<file path="src/rtl/fir_frame_ctrl.sv">
// Frame controller wrapping an external FIR: clears the filter, feeds one frame of samples,
// flushes the tail and tags outputs. Optional macro: FIR_FRAME_CTRL_UNDERRUN_CNT_EN.
module fir_frame_ctrl #(
  parameter int PIPE_LAT  = 14,
  parameter int NTAPS     = 10,
  parameter int CLEAR_CYC = 2
) (
  input  logic        clk,
  input  logic        reset,
  input  logic        start,
  input  logic [15:0] frame_len,
  input  logic        s_valid,
  input  logic [16:0] s_data,
  output logic        s_ready,
  output logic [16:0] f_in,
  output logic        f_clk_enable,
  output logic        f_reset,
  input  logic [16:0] f_out,
  output logic        m_valid,
  output logic [16:0] m_data,
  output logic        m_last,
  output logic        busy,
  output logic        done,
  output logic        underrun,
  output logic [15:0] underrun_cnt
);

  localparam int          DATA_W   = 17;
  localparam logic [15:0] CLR_LAST = 16'(CLEAR_CYC - 1);
  localparam logic [15:0] FL_LAST  = 16'(NTAPS - 2);

  typedef enum logic [2:0] {IDLE, CLEAR, RUN, FLUSH, DRAIN} state_t;

  state_t              state, state_n;
  logic [15:0]         cnt, cnt_n;
  logic [15:0]         len_q;
  logic                issue, issue_last;
  logic [PIPE_LAT:0]   tag_vld, tag_last;
  logic [1:0]          rst_sync;
  logic                rst_n;
  logic                frame_start;
  logic                zero_start;

  // Reset asserts immediately but is released only after two clean clock edges.
  always_ff @(posedge clk or negedge reset) begin
    if (!reset) rst_sync <= 2'b00;
    else        rst_sync <= {rst_sync[0], 1'b1};
  end
  assign rst_n = rst_sync[1];

  assign frame_start = (state == IDLE) && start && (frame_len != 16'd0);
  assign zero_start  = (state == IDLE) && start && (frame_len == 16'd0);

  assign s_ready      = (state == RUN);
  assign f_clk_enable = (state != IDLE);
  assign busy         = (state != IDLE);

  always_comb begin
    state_n    = state;
    cnt_n      = cnt;
    issue      = 1'b0;
    issue_last = 1'b0;
    case (state)
      IDLE: begin
        if (frame_start) begin
          state_n = CLEAR;
          cnt_n   = 16'd0;
        end
      end
      CLEAR: begin
        if (cnt == CLR_LAST) begin
          state_n = RUN;
          cnt_n   = 16'd0;
        end else begin
          cnt_n = cnt + 16'd1;
        end
      end
      RUN: begin
        issue = 1'b1;
        if (cnt == len_q - 16'd1) begin
          issue_last = (NTAPS == 1);
          state_n    = (NTAPS == 1) ? DRAIN : FLUSH;
          cnt_n      = 16'd0;
        end else begin
          cnt_n = cnt + 16'd1;
        end
      end
      FLUSH: begin
        issue = 1'b1;
        if (cnt == FL_LAST) begin
          issue_last = 1'b1;
          state_n    = DRAIN;
          cnt_n      = 16'd0;
        end else begin
          cnt_n = cnt + 16'd1;
        end
      end
      DRAIN: begin
        if (tag_last[PIPE_LAT]) state_n = IDLE;
      end
      default: state_n = IDLE;
    endcase
  end

  // Control: state, slot counter, tag pipeline (tag at index PIPE_LAT lines up with f_out).
  always_ff @(posedge clk or negedge rst_n) begin
    if (!rst_n) begin
      state    <= IDLE;
      cnt      <= 16'd0;
      len_q    <= 16'd0;
      tag_vld  <= '0;
      tag_last <= '0;
      m_valid  <= 1'b0;
      m_last   <= 1'b0;
      done     <= 1'b0;
      underrun <= 1'b0;
      f_reset  <= 1'b1;
    end else begin
      state       <= state_n;
      cnt         <= cnt_n;
      tag_vld[0]  <= issue;
      tag_last[0] <= issue_last;
      for (int i = 1; i <= PIPE_LAT; i++) begin
        tag_vld[i]  <= tag_vld[i-1];
        tag_last[i] <= tag_last[i-1];
      end
      m_valid <= tag_vld[PIPE_LAT];
      m_last  <= tag_last[PIPE_LAT];
      done    <= zero_start || ((state == DRAIN) && tag_last[PIPE_LAT]);
      f_reset <= (state_n == CLEAR);
      if (frame_start) begin
        len_q    <= frame_len;
        underrun <= 1'b0;
      end else if ((state == RUN) && !s_valid) begin
        underrun <= 1'b1;
      end
    end
  end

  // Data stage p0: filter input; p1: captured filter output.
  always_ff @(posedge clk or negedge rst_n) begin
    if (!rst_n) begin
      f_in   <= '0;
      m_data <= '0;
    end else begin
      if ((state == RUN) && s_valid) f_in <= s_data[DATA_W-1:0];
      else                           f_in <= '0;
      if (tag_vld[PIPE_LAT]) m_data <= f_out;
    end
  end

`ifdef FIR_FRAME_CTRL_UNDERRUN_CNT_EN
  logic [15:0] urun_cnt;

  function automatic logic [15:0] sat_inc(input logic [15:0] v);
    return (v == 16'hFFFF) ? v : v + 16'd1;
  endfunction

  always_ff @(posedge clk or negedge rst_n) begin
    if (!rst_n)                        urun_cnt <= 16'd0;
    else if (frame_start)              urun_cnt <= 16'd0;
    else if ((state == RUN) && !s_valid) urun_cnt <= sat_inc(urun_cnt);
  end
  assign underrun_cnt = urun_cnt;
`else
  assign underrun_cnt = 16'd0;
`endif

endmodule

</file>
<file path="config.mk">
export PLATFORM = sky130hd
export DESIGN_NAME = fir_frame_ctrl
export DESIGN_NICKNAME = d
export VERILOG_FILES = /design/src/rtl/fir_frame_ctrl.sv
export SDC_FILE = /design/constraint.sdc
export NUM_CORES = 1
export LEC_CHECK = 0
export CAP_MARGIN = 20
export CORE_ASPECT_RATIO = 0.6
export CORE_MARGIN = 4
export CORE_UTILIZATION = 49
export CTS_CLUSTER_SIZE = 25
export DETAILED_ROUTE_END_ITERATION = 16
export HOLD_SLACK_MARGIN = 0.02
export PLACE_DENSITY = 0.79
export SYNTH_ARGS = -nofsm -noshare
export SYNTH_HDL_FRONTEND = slang
export SYNTH_SLANG_ARGS = --single-unit
</file>
<file path="constraint.sdc">
create_clock -name clk -period 4 [get_ports clk]
set_input_delay 0.8 -clock clk [delete_from_list [all_inputs] [get_ports clk]]
set_output_delay 0.8 -clock clk [all_outputs]
set_load 0.02 [all_outputs]
</file>
==> results.py <==
metrics = {
    "outcome": {
        "outcome": "finished, final reports clean",
    },
    "worst_setup_path": {
        "worstPathArrival_ps": 3650,
        "rr_endpoint": "cnt[3]",
        "cp_max_fo": 18,
        "rrSetupSlack_ps": 550,
        "path_common_cell": "or4_4",
        "critPathSlowestCell": "or4_4",
        "worstRegToRegCells": 10,
        "start_kind": "register",
        "crit_chain": "inv_1 > ha_1 > or3b_2 > or4_4 > a211oi_2 > o2111ai_1 > or4_4 > a21oi_4 > or3_1 > o221ai_2",
        "crit_path_end_kind": "register",
        "r2r_start": "len_q[0]",
        "required_ps": 4200,
        "slowest_delay_ps": 520,
        "path_class": "register to register",
    },
    "global_route": {
        "grt_usage_pct": 18.7,
        "grt_pass1_wl_um": 16600,
        "grt_max_degree": 69,
        "use_met1_pct": 28.1,
        "gr-max-usage-layer": "met1",
        "gr-usage-met2_pct": 26.8,
        "grt_antenna_before_repair": 0,
        "grt_overflow_total": 0,
        "grt_util_met3_pct": 5.33,
        "first_global_vias": 3154,
    },
    "timing": {
        "period_share_pct": 86.3,
        "holdWs_ps": 346,
        "fin_tns_setup_ps": 0,
        "final_hold_viol_count": 0,
        "rsz0062_at_grt": "false",
        "maxSlewViolCount": 0,
        "finalSetupViolations": 0,
        "skew_ps": 8.42,
        "worst_pin_slew_ps": 830,
        "min_period_ps": 3450,
        "fmax_mhz": 290,
        "slew_headroom_pct": 44.7,
    },
    "run": {
        "drv_cap": 0,
    },
    "pwr": {
        "p_int_w": 0.00234,
        "seqPwrFrac_pct": 43.9,
        "p_clk_share_pct": 24.6,
        "power_switching_w": 0.00118,
        "ir_worst_vdd_mv": 0.393,
        "p_per_area_mw_per_mm2": 598,
        "switching_share_pct": 33.6,
        "p_leak_nw": 2.48,
        "pwr-share-comb_pct": 31.5,
    },
    "clocking": {
        "clkSlewWorstSetupHoldPaths_ps": 70,
        "clockRootBuffer": "clkbuf_16",
        "numCtsBuffers": 9,
        "insertion_delay_ps": 340,
        "tritoncts": "yes",
        "cts_setup_buffers": 0,
        "clock_sinks": 106,
        "cts_hold_buf": 0,
        "cts-resized-gates": 0,
        "ctsHtreeMaxLevel": 3,
        "clockBufferDepth": 2,
    },
    "placement": {
        "portBuffers": 95,
        "dp_hpwl_um": 7370,
        "dpl.cell_count": 589,
        "placed_area_mm2": 0.00558,
        "finalWeightedCongestion": 0.835,
    },
    "logic_synthesis": {
        "netlist_instances": 378,
        "yosysMostFrequentCell": "dfrtp_1",
        "yosysTopAreaCellShare_pct": 57.3,
        "synth_edf_count": 0,
        "yosys_warnings": 0,
        "async_reset_ff_share_pct": 100,
        "synth_flop_cell": "dfrtp_1",
        "synth_seq_cells": 106,
        "yosys.area.top_type": "dfrtp_1",
        "yosysUniqueCellTypes": 55,
        "avgSynthCellArea_um2": 12.1,
        "synth_area_leaders": "dfrtp_1 57%, mux2_2 8.1%, xnor2_1 3.2%, and3_1 3.0%, buf_4 2.8%",
        "synth.top_cells.by_count": "105 x dfrtp_1, 33 x mux2_2, 22 x and3_1",
        "netlist_area_mm2": 0.00458,
        "yosysSeqAreaShare_pct": 57.9,
    },
    "layout": {
        "fillers": 678,
        "final_cells": 606,
        "fin_area_mm2": 0.00589,
        "nets": 529,
        "area_growth_pct": 28.4,
        "drive_above_1_share_pct": 13.7,
        "antenna_cells": 0,
    },
    "routing": {
        "drtAntennaViolNets": 0,
        "wl_per_cell_um": 16.8,
        "dr.pass1.iters": 5,
        "wl_um": 10200,
        "post_drt_via_cell_ratio": 5.32,
        "drc": 0,
        "vias": 3222,
        "drtIter0Drc": 262,
    },
    "die": {
        "rows": 27,
        "die_height_um": 82.9,
        "boundaryPins": 112,
        "initial_utilization_pct": 50.1,
        "coreArea_mm2": 0.00916,
        "fp.dieArea_mm2": 0.0110,
        "die_x_um": 133,
    },
    "worst_hold_path": {
        "hold_path_end": "tag_vld[4]",
        "min_from": "tag_vld[3]",
        "holdCritPathClass": "register to register",
        "hold_depth": 0,
    },
}
==> cells in the final DEF, fill, tap and decap left out, drive strengths merged, types with 12 or more instances in the layout <==
| cell type | count |
|---|---|
| xnor2 | 17 |
| conb | 17 |
| nand2 | 12 |
| dfrtp | 105 |
| mux2 | 33 |
| and3 | 22 |
| clkbuf | 14 |
| inv | 13 |
| clkdlybuf4s50 | 95 |
| nor2 | 17 |
==> layout make-up <==
cell class	instances	area (um^2)	share of cell area, %
clock buffer	14	284	4.82
clock inverter	2	17.5	0.298
inverter	12	45.0	0.765
multi-input combinational	243	1740	29.6
sequential	106	2660	45.1
tap	130	163	2.76
timing repair buffer	99	978	16.6
==> critical path, delay by kind of cell, from the launching register on <==
kind | cells | cell delay [ps]
AO/OA/AOI/OAI | 4 | 950
adder cells (fa/ha/maj) | 1 | 210
buffers and inverters | 1 | 70
flip-flops | 1 | 420
AND/OR/NAND/NOR | 4 | 1640
==> power groups by stage <==
stage               combinational [W]  clock [W]  sequential (W)
CTS                           0.00110   0.000890         0.00155
floorplan                    0.000715          0         0.00156
global placement              0.00106          0         0.00155
finish                        0.00111   0.000868         0.00155
detailed placement            0.00109          0         0.00157
global route                  0.00119   0.000937         0.00159
==> cells by family after synthesis <==
logic type	after synthesis	synth area share, %
AND/OR/NAND/NOR	119	15.2
AO/OA/AOI/OAI	50	8.33
flip-flops	106	57.9
adder cells (fa/ha/maj)	4	1.09
multiplexers	34	8.33
buffers and inverters	44	5.32
XOR/XNOR	19	3.63
other	2	0.164
==> sequential cells by signal, indices dropped and copies added (netlist names) <==
name / count
cnt: 16
done: 1
f_in: 17
f_reset: 1
len_q: 16
m_data: 17
m_last: 1
m_valid: 1
rst_sync: 2
state: 3
tag_last: 15
tag_vld: 15
underrun: 1
==> routing by layer <==
| layer | vias to the layer above | part of all wire, % |
|---|---|---|
| li1 | 1516 | - |
| met1 | 1557 | 49 |
| met2 | 138 | 43 |
| met3 | 11 | 6.9 |
| met4 | 0 | 0.96 |
| met5 | - | 0 |
==> metrics by stage <==
| stage | total power, W | setup WS, ps | util [%] |
|---|---|---|---|
| final | 0.00352 | 549 | 64.3 |
| after floorplan | 0.00228 | 830 | - |
| after global routing | 0.00372 | 393 | 64.3 |
| after detailed placement | 0.00266 | 245 | 61.0 |
| after CTS | 0.00354 | 602 | 64.2 |
| after global placement | 0.00261 | 517 | 61.0 |
==> how the worst max path moves through the flow <==
stage | slack [ps] | start | end | depth (start not counted)
floorplan | 830 | rst_sync[1] | cnt[0] | 0
global placement | 520 | frame_len[1] | cnt[15] | 8
detailed placement | 250 | frame_len[10] | cnt[6] | 8
CTS | 600 | len_q[0] | cnt[3] | 10
global route | 390 | len_q[3] | cnt[3] | 8
finish | 550 | len_q[0] | cnt[3] | 10
(Power assumes the default switching activity.)
==> RTL change 1: new RTL, config.mk and constraints unchanged <==
Set the parameter `PIPE_LAT` to 7 (it was 14).
--- a/src/rtl/fir_frame_ctrl.sv
+++ b/src/rtl/fir_frame_ctrl.sv
@@ -1,7 +1,7 @@
 // Frame controller wrapping an external FIR: clears the filter, feeds one frame of samples,
 // flushes the tail and tags outputs. Optional macro: FIR_FRAME_CTRL_UNDERRUN_CNT_EN.
 module fir_frame_ctrl #(
-  parameter int PIPE_LAT  = 14,
+  parameter int PIPE_LAT  = 7,
   parameter int NTAPS     = 10,
   parameter int CLEAR_CYC = 2
 ) (
Function: same outputs for any inputs over 10 cycles, from zero or initial values and one cycle with reset low; that may be too few to reach the edited logic, so the function may still have changed.
==> RTL change 1 against the original RTL <==
  * Worst setup slack better by 40 ps
  * Routed wire length fell by 0.85%
  * Sequential cell count decreased by 14
  * Count of clock-buffer cells in the layout shrank 2
  * Area after synthesis decreased by 8.5%
  * Non-clock buffer count is 2 lower
  * Cell count decreased by 6.9%
  * Design area fell by 7.2%
  * Via count shrank 2.5%
  * Clock skew is essentially flat
  * Utilization rose by 3.1 points
  * Critical path type unchanged
Power is not compared: it rests on default switching activity, and its combinational part moved more than twofold at a synthesized area within 25%.
==> RTL change 1: results (changes against the original RTL) <==
Global route
  • First-pass GRT wire length: 15920 µm (-4.0%)
  • Grt met1 use: 28.13% (+0.080 points)
  • GRT Resource Usage Total: 20.41% (+1.7 points)
  • Largest net degree at the start of global routing: 50 (-28%)
  • Vias in the first global route: 3052 (-3.2%)
  • Met2 usage: 30.69% (+3.9 points)
  • Grt met3 use: 6.818% (+1.5 points)

Placed design
  • Gpl congestion: 0.9309 (+12%)
  • DP Area: 5157 µm² (-7.6%)
  • IO buf count: 95 (unchanged)
  • DP Wirelength: 7390 µm (+0.30%)

Worst setup path
  • Buf+Inv Stages, Crit Path: 0 (-1)
  • CP Max Fanout: 8 (-10)
  • CP max stage delay: 660 ps (+140 ps)
  • WP data arrival: 3610 ps (-40 ps)
  • Crit path launch: len_q[2]
  • R2R Path End: cnt[10]
  • R2r setup slk: 590 ps (+40 ps)
  • Worst R2R Path Depth: 8 (-2)
  • Crit path max-delay family: simple AND/OR/NAND/NOR gates
  • Slowest-stage cell, CP: or4_1
  • Crit. End Element: flop

Yosys
  • Synth Area in Compound Gates: 10.65% (+2.3 points)
  • Synth Area in Adders: 1.193% (+0.10 points)
  • Synth area leaders: dfrtp_1 54%, mux2_2 8.9%, buf_4 3.2%, and3_1 2.5%, xnor2_1 2.5%
  • Ys async rst share: 100.0% (unchanged)
  • Synth unique cells: 52 (-5.5%)
  • Commonest cells in the netlist: 91 x dfrtp_1, 33 x mux2_2, 20 x nor2_1
  • Post-Synth XOR/XNOR Area: 3.968% (+0.34 points)
  • Mux share of post-synthesis cell area: 8.860% (+0.53 points)
  • Post-synthesis sequential area ratio: 54.92% (-3.0 points)

Timing
  • Clock skew: 8.635 ps (+0.2153 ps)
  • Setup Viol. Count Final: 0 (unchanged)
  • Worst-Margin Slew: 700.7 ps (-129.0 ps)
  • Max-slew violation count: 0 (unchanged)

CTS
  • Longest Clk Path Bufs: 2 (unchanged)
  • Resize count post-CTS: 0 (unchanged)
  • Latest clock arrival within the worst-skew pair: 340 ps (about the same)

Finish
  • Antenna cell count: 0 (unchanged)
  • Layout fillers: 608 (-10%)
  • Fin nets: 509 (-3.8%)
  • Fin area: 5463 µm² (-7.2%)
  • Layout cells sized above 1: 14.04% (+0.38 points)

Routing
  • Drt initial violations: 249 (-5.0%)
  • Number of vias per cell: 5.571 (+4.8%)
  • WL per Instance: 17.85 µm (+6.5%)
  • First-pass detailed-route iteration total: 6 (+1)

Power and ir drop
  • Max VDD drop: 0.2599 mV
  • Leakage: 2.536 nW

Job
  • Max_cap viols: 0 (unchanged)

Run status
  • Status: completed

Hold path
  • Hold Crit Class: reg -> reg
[RTL change 1: cell count changes after synthesis, sizes merged, moves of 3 or more]
cell,unedited run,this run
and3,22,17
dfrtp,105,91
nand2b,9,5
nand4,10,5
nor2,17,21
o2111ai,8,2
o22ai,1,4
o31ai,10,7
o32ai,1,6
xnor2,17,12
xor2,2,7
[RTL change 1: power by group through the flow]
stage	clock (mW)	combinational (mW)	sequential [mW]
final	0.853	0.0823	0.942
after detailed placement	0	0.0822	0.959
after global placement	0	0.0803	0.959
after global routing	0.906	0.0886	0.943
after CTS	0.870	0.0829	0.942
after floorplan	0	0.0277	0.963
[RTL change 1: cells by family after synthesis]
logic type,after synthesis
and+or+nand+nor,107
other,2
DFF,92
AOI/OAI and AO/OA,57
xor gates and xnor gates,19
muxes,33
buffers and inverters,48
adders and majority gates,4
[RTL change 1: per-stage QoR]
stage	total power [mW]	hold WS, ps	worst slack [ps]	std cells
after floorplan	0.9909	331.2	1022	377
after global placement	1.039	332.0	805.7	548
after detailed placement	1.042	334.7	642.8	548
after CTS	1.895	346.6	617.1	564
after global routing	1.937	350.6	447.8	564
final	1.877	343.2	589.5	564
[RTL change 1: cell type report]
class | count | share of cell area (%)
multi-input combinational | 237 | 31.06
clock inverter | 4 | 0.8933
inverter | 14 | 0.9620
sequential | 92 | 42.24
tap | 108 | 2.474
clock buffer | 12 | 4.695
timing repair buffer | 97 | 17.68
[RTL change 1: worst min path at each step]
stage | startpoint | endpoint | slack (ps) | cells after the start
floorplan | rst_sync[0] | rst_sync[1] | 330 | 0
global placement | tag_last[2] | tag_last[3] | 330 | 0
detailed placement | tag_last[1] | tag_last[2] | 330 | 0
CTS | tag_last[1] | tag_last[2] | 350 | 0
global route | tag_vld[0] | tag_vld[1] | 350 | 0
finish | tag_vld[5] | tag_vld[6] | 340 | 0
[RTL change 1: routing by layer]
layer / up-vias / part of all wire, %
met5: - / 0
li1: 1449 / -
met1: 1523 / 44
met2: 150 / 46
met3: 20 / 8.0
met4: 0 / 1.5
==> RTL change 2: new RTL, same settings <==
Made on the original files. Encoding of `state_t`: now Gray code (3 bits for 5 states).
--- a/src/rtl/fir_frame_ctrl.sv
+++ b/src/rtl/fir_frame_ctrl.sv
@@ -29,7 +29,7 @@
   localparam logic [15:0] CLR_LAST = 16'(CLEAR_CYC - 1);
   localparam logic [15:0] FL_LAST  = 16'(NTAPS - 2);
 
-  typedef enum logic [2:0] {IDLE, CLEAR, RUN, FLUSH, DRAIN} state_t;
+  typedef enum logic [2:0] {IDLE = 3'b000, CLEAR = 3'b001, RUN = 3'b011, FLUSH = 3'b010, DRAIN = 3'b110} state_t;
 
   state_t              state, state_n;
   logic [15:0]         cnt, cnt_n;
Formal check against the unedited RTL: same outputs for any inputs over 10 cycles, from zero or initial values and one cycle with reset low; not proved beyond that.
==> RTL change 2 against the original RTL <==
  * Worst setup slack improved by 490 ps
  * Design area rose by 2.0%
  * Routed wire length rose by 2.7%
  * Sequential cell count did not move
  * Via count fell by 0.62%
  * Critical path depth did not move
  * First-iteration DRC count rose by 5.3%
  * Area after synthesis rose by 3.6%
  * Critical endpoint is now cnt[7]
  * Sequential share of layout area fell by 0.89 points
Power is not compared: it rests on default switching activity, and its combinational part moved more than twofold at a synthesized area within 25%.
==> RTL change 2: results (changes against the original RTL) <==
Worst setup path
  • CP max stage delay: 460 ps (-60 ps)
  • Crit path max-delay family: compound AO/OA/AOI/OAI gates
  • R2r setup slk: 1040 ps (+490 ps)
  • Slowest-stage cell, CP: dfrtp_1
  • R2R Path End: cnt[7]

Hold path
  • Hold Crit Start: tag_last[9]
  • Hold Path End: tag_last[10]

Finish
  • Seq Cell Count: 106 (unchanged)
  • Fin util: 64.65% (+0.34 points)
  • Number of non-clock inverters: 6 (-6)
  • Layout fillers: 704 (+3.8%)
  • Clk cell area share: 5.000% (-0.12 points)
  • Multi-Input Combinational: 262 (+7.8%)
  • Seq area share: 44.25% (-0.89 points)
  • Buffering overhead: 16.21% (-0.41 points)
  • Nonclk buf count: 98 (-1.0%)
  • Area of the multi-input gates: 1889 µm² (+8.5%)
  • Fin nets: 541 (+2.3%)

Placed design
  • Gpl congestion: 0.8543 (+2.3%)
  • DP Area: 5705 µm² (+2.2%)
  • DP Wirelength: 7554 µm (+2.5%)
  • Placed insts: 602 (+2.2%)

Timing
  • Hold slack: 348.8 ps (+3.211 ps)
  • Slew margin rel.: 42.09% (-2.6 points)

Yosys
  • Commonest cells in the netlist: 105 x dfrtp_1, 35 x mux2_2, 26 x and2_1
  • Synth Area in Compound Gates: 7.670% (-0.66 points)
  • Synth Area in Adders: 1.054% (-0.038 points)
  • Syn_area_per_cell: 11.84 µm² (-2.4%)

Run status
  • Status: completed

Routing
  • WL met1: 4845 µm (-1.9%)
  • Routed wire length: 10430 µm (+2.7%)
  • WL met2: 4829 µm (+9.4%)
  • DR WL met3: 620 µm (-12%)
  • Number of vias per cell: 5.181 (-2.6%)
  • Drt initial violations: 276 (+5.3%)
  • WL per Instance: 16.87 µm (+0.68%)

Power and ir drop
  • Total power: 2.160 mW

Global route
  • Vias in the first global route: 3258 (+3.3%)
  • Grt met3 use: 4.850% (-0.48 points)
  • Grt met1 use: 27.13% (-0.93 points)
  • GRT Resource Usage Total: 19.18% (+0.47 points)
[RTL change 2: cell count changes in the layout (fill, tap and decap cells not counted), moves of 5 or more]
cell,change
and2_1,+24
and3_1,-14
inv_1,-6
nand2_1,+7
nand2b_1,-5
nor2b_1,+5
o2111ai_1,-8
o31ai_1,-5
xnor2_1,-5
xor2_1,+9
[RTL change 2: cell families after synthesis]
| logic type | after synthesis |
|---|---|
| AOI/OAI and AO/OA | 50 |
| buffers and inverters | 48 |
| xor gates and xnor gates | 23 |
| muxes | 37 |
| DFF | 106 |
| adders and majority gates | 4 |
| and+or+nand+nor | 131 |
| other | 2 |
[RTL change 2: how the worst max path moves through the flow]
stage / cells after the start / slack (ps) / to
floorplan: 0 / 830 / cnt[0]
global placement: 8 / 1190 / cnt[8]
detailed placement: 8 / 1090 / cnt[8]
CTS: 10 / 1050 / cnt[7]
global route: 10 / 840 / cnt[8]
finish: 10 / 1040 / cnt[7]
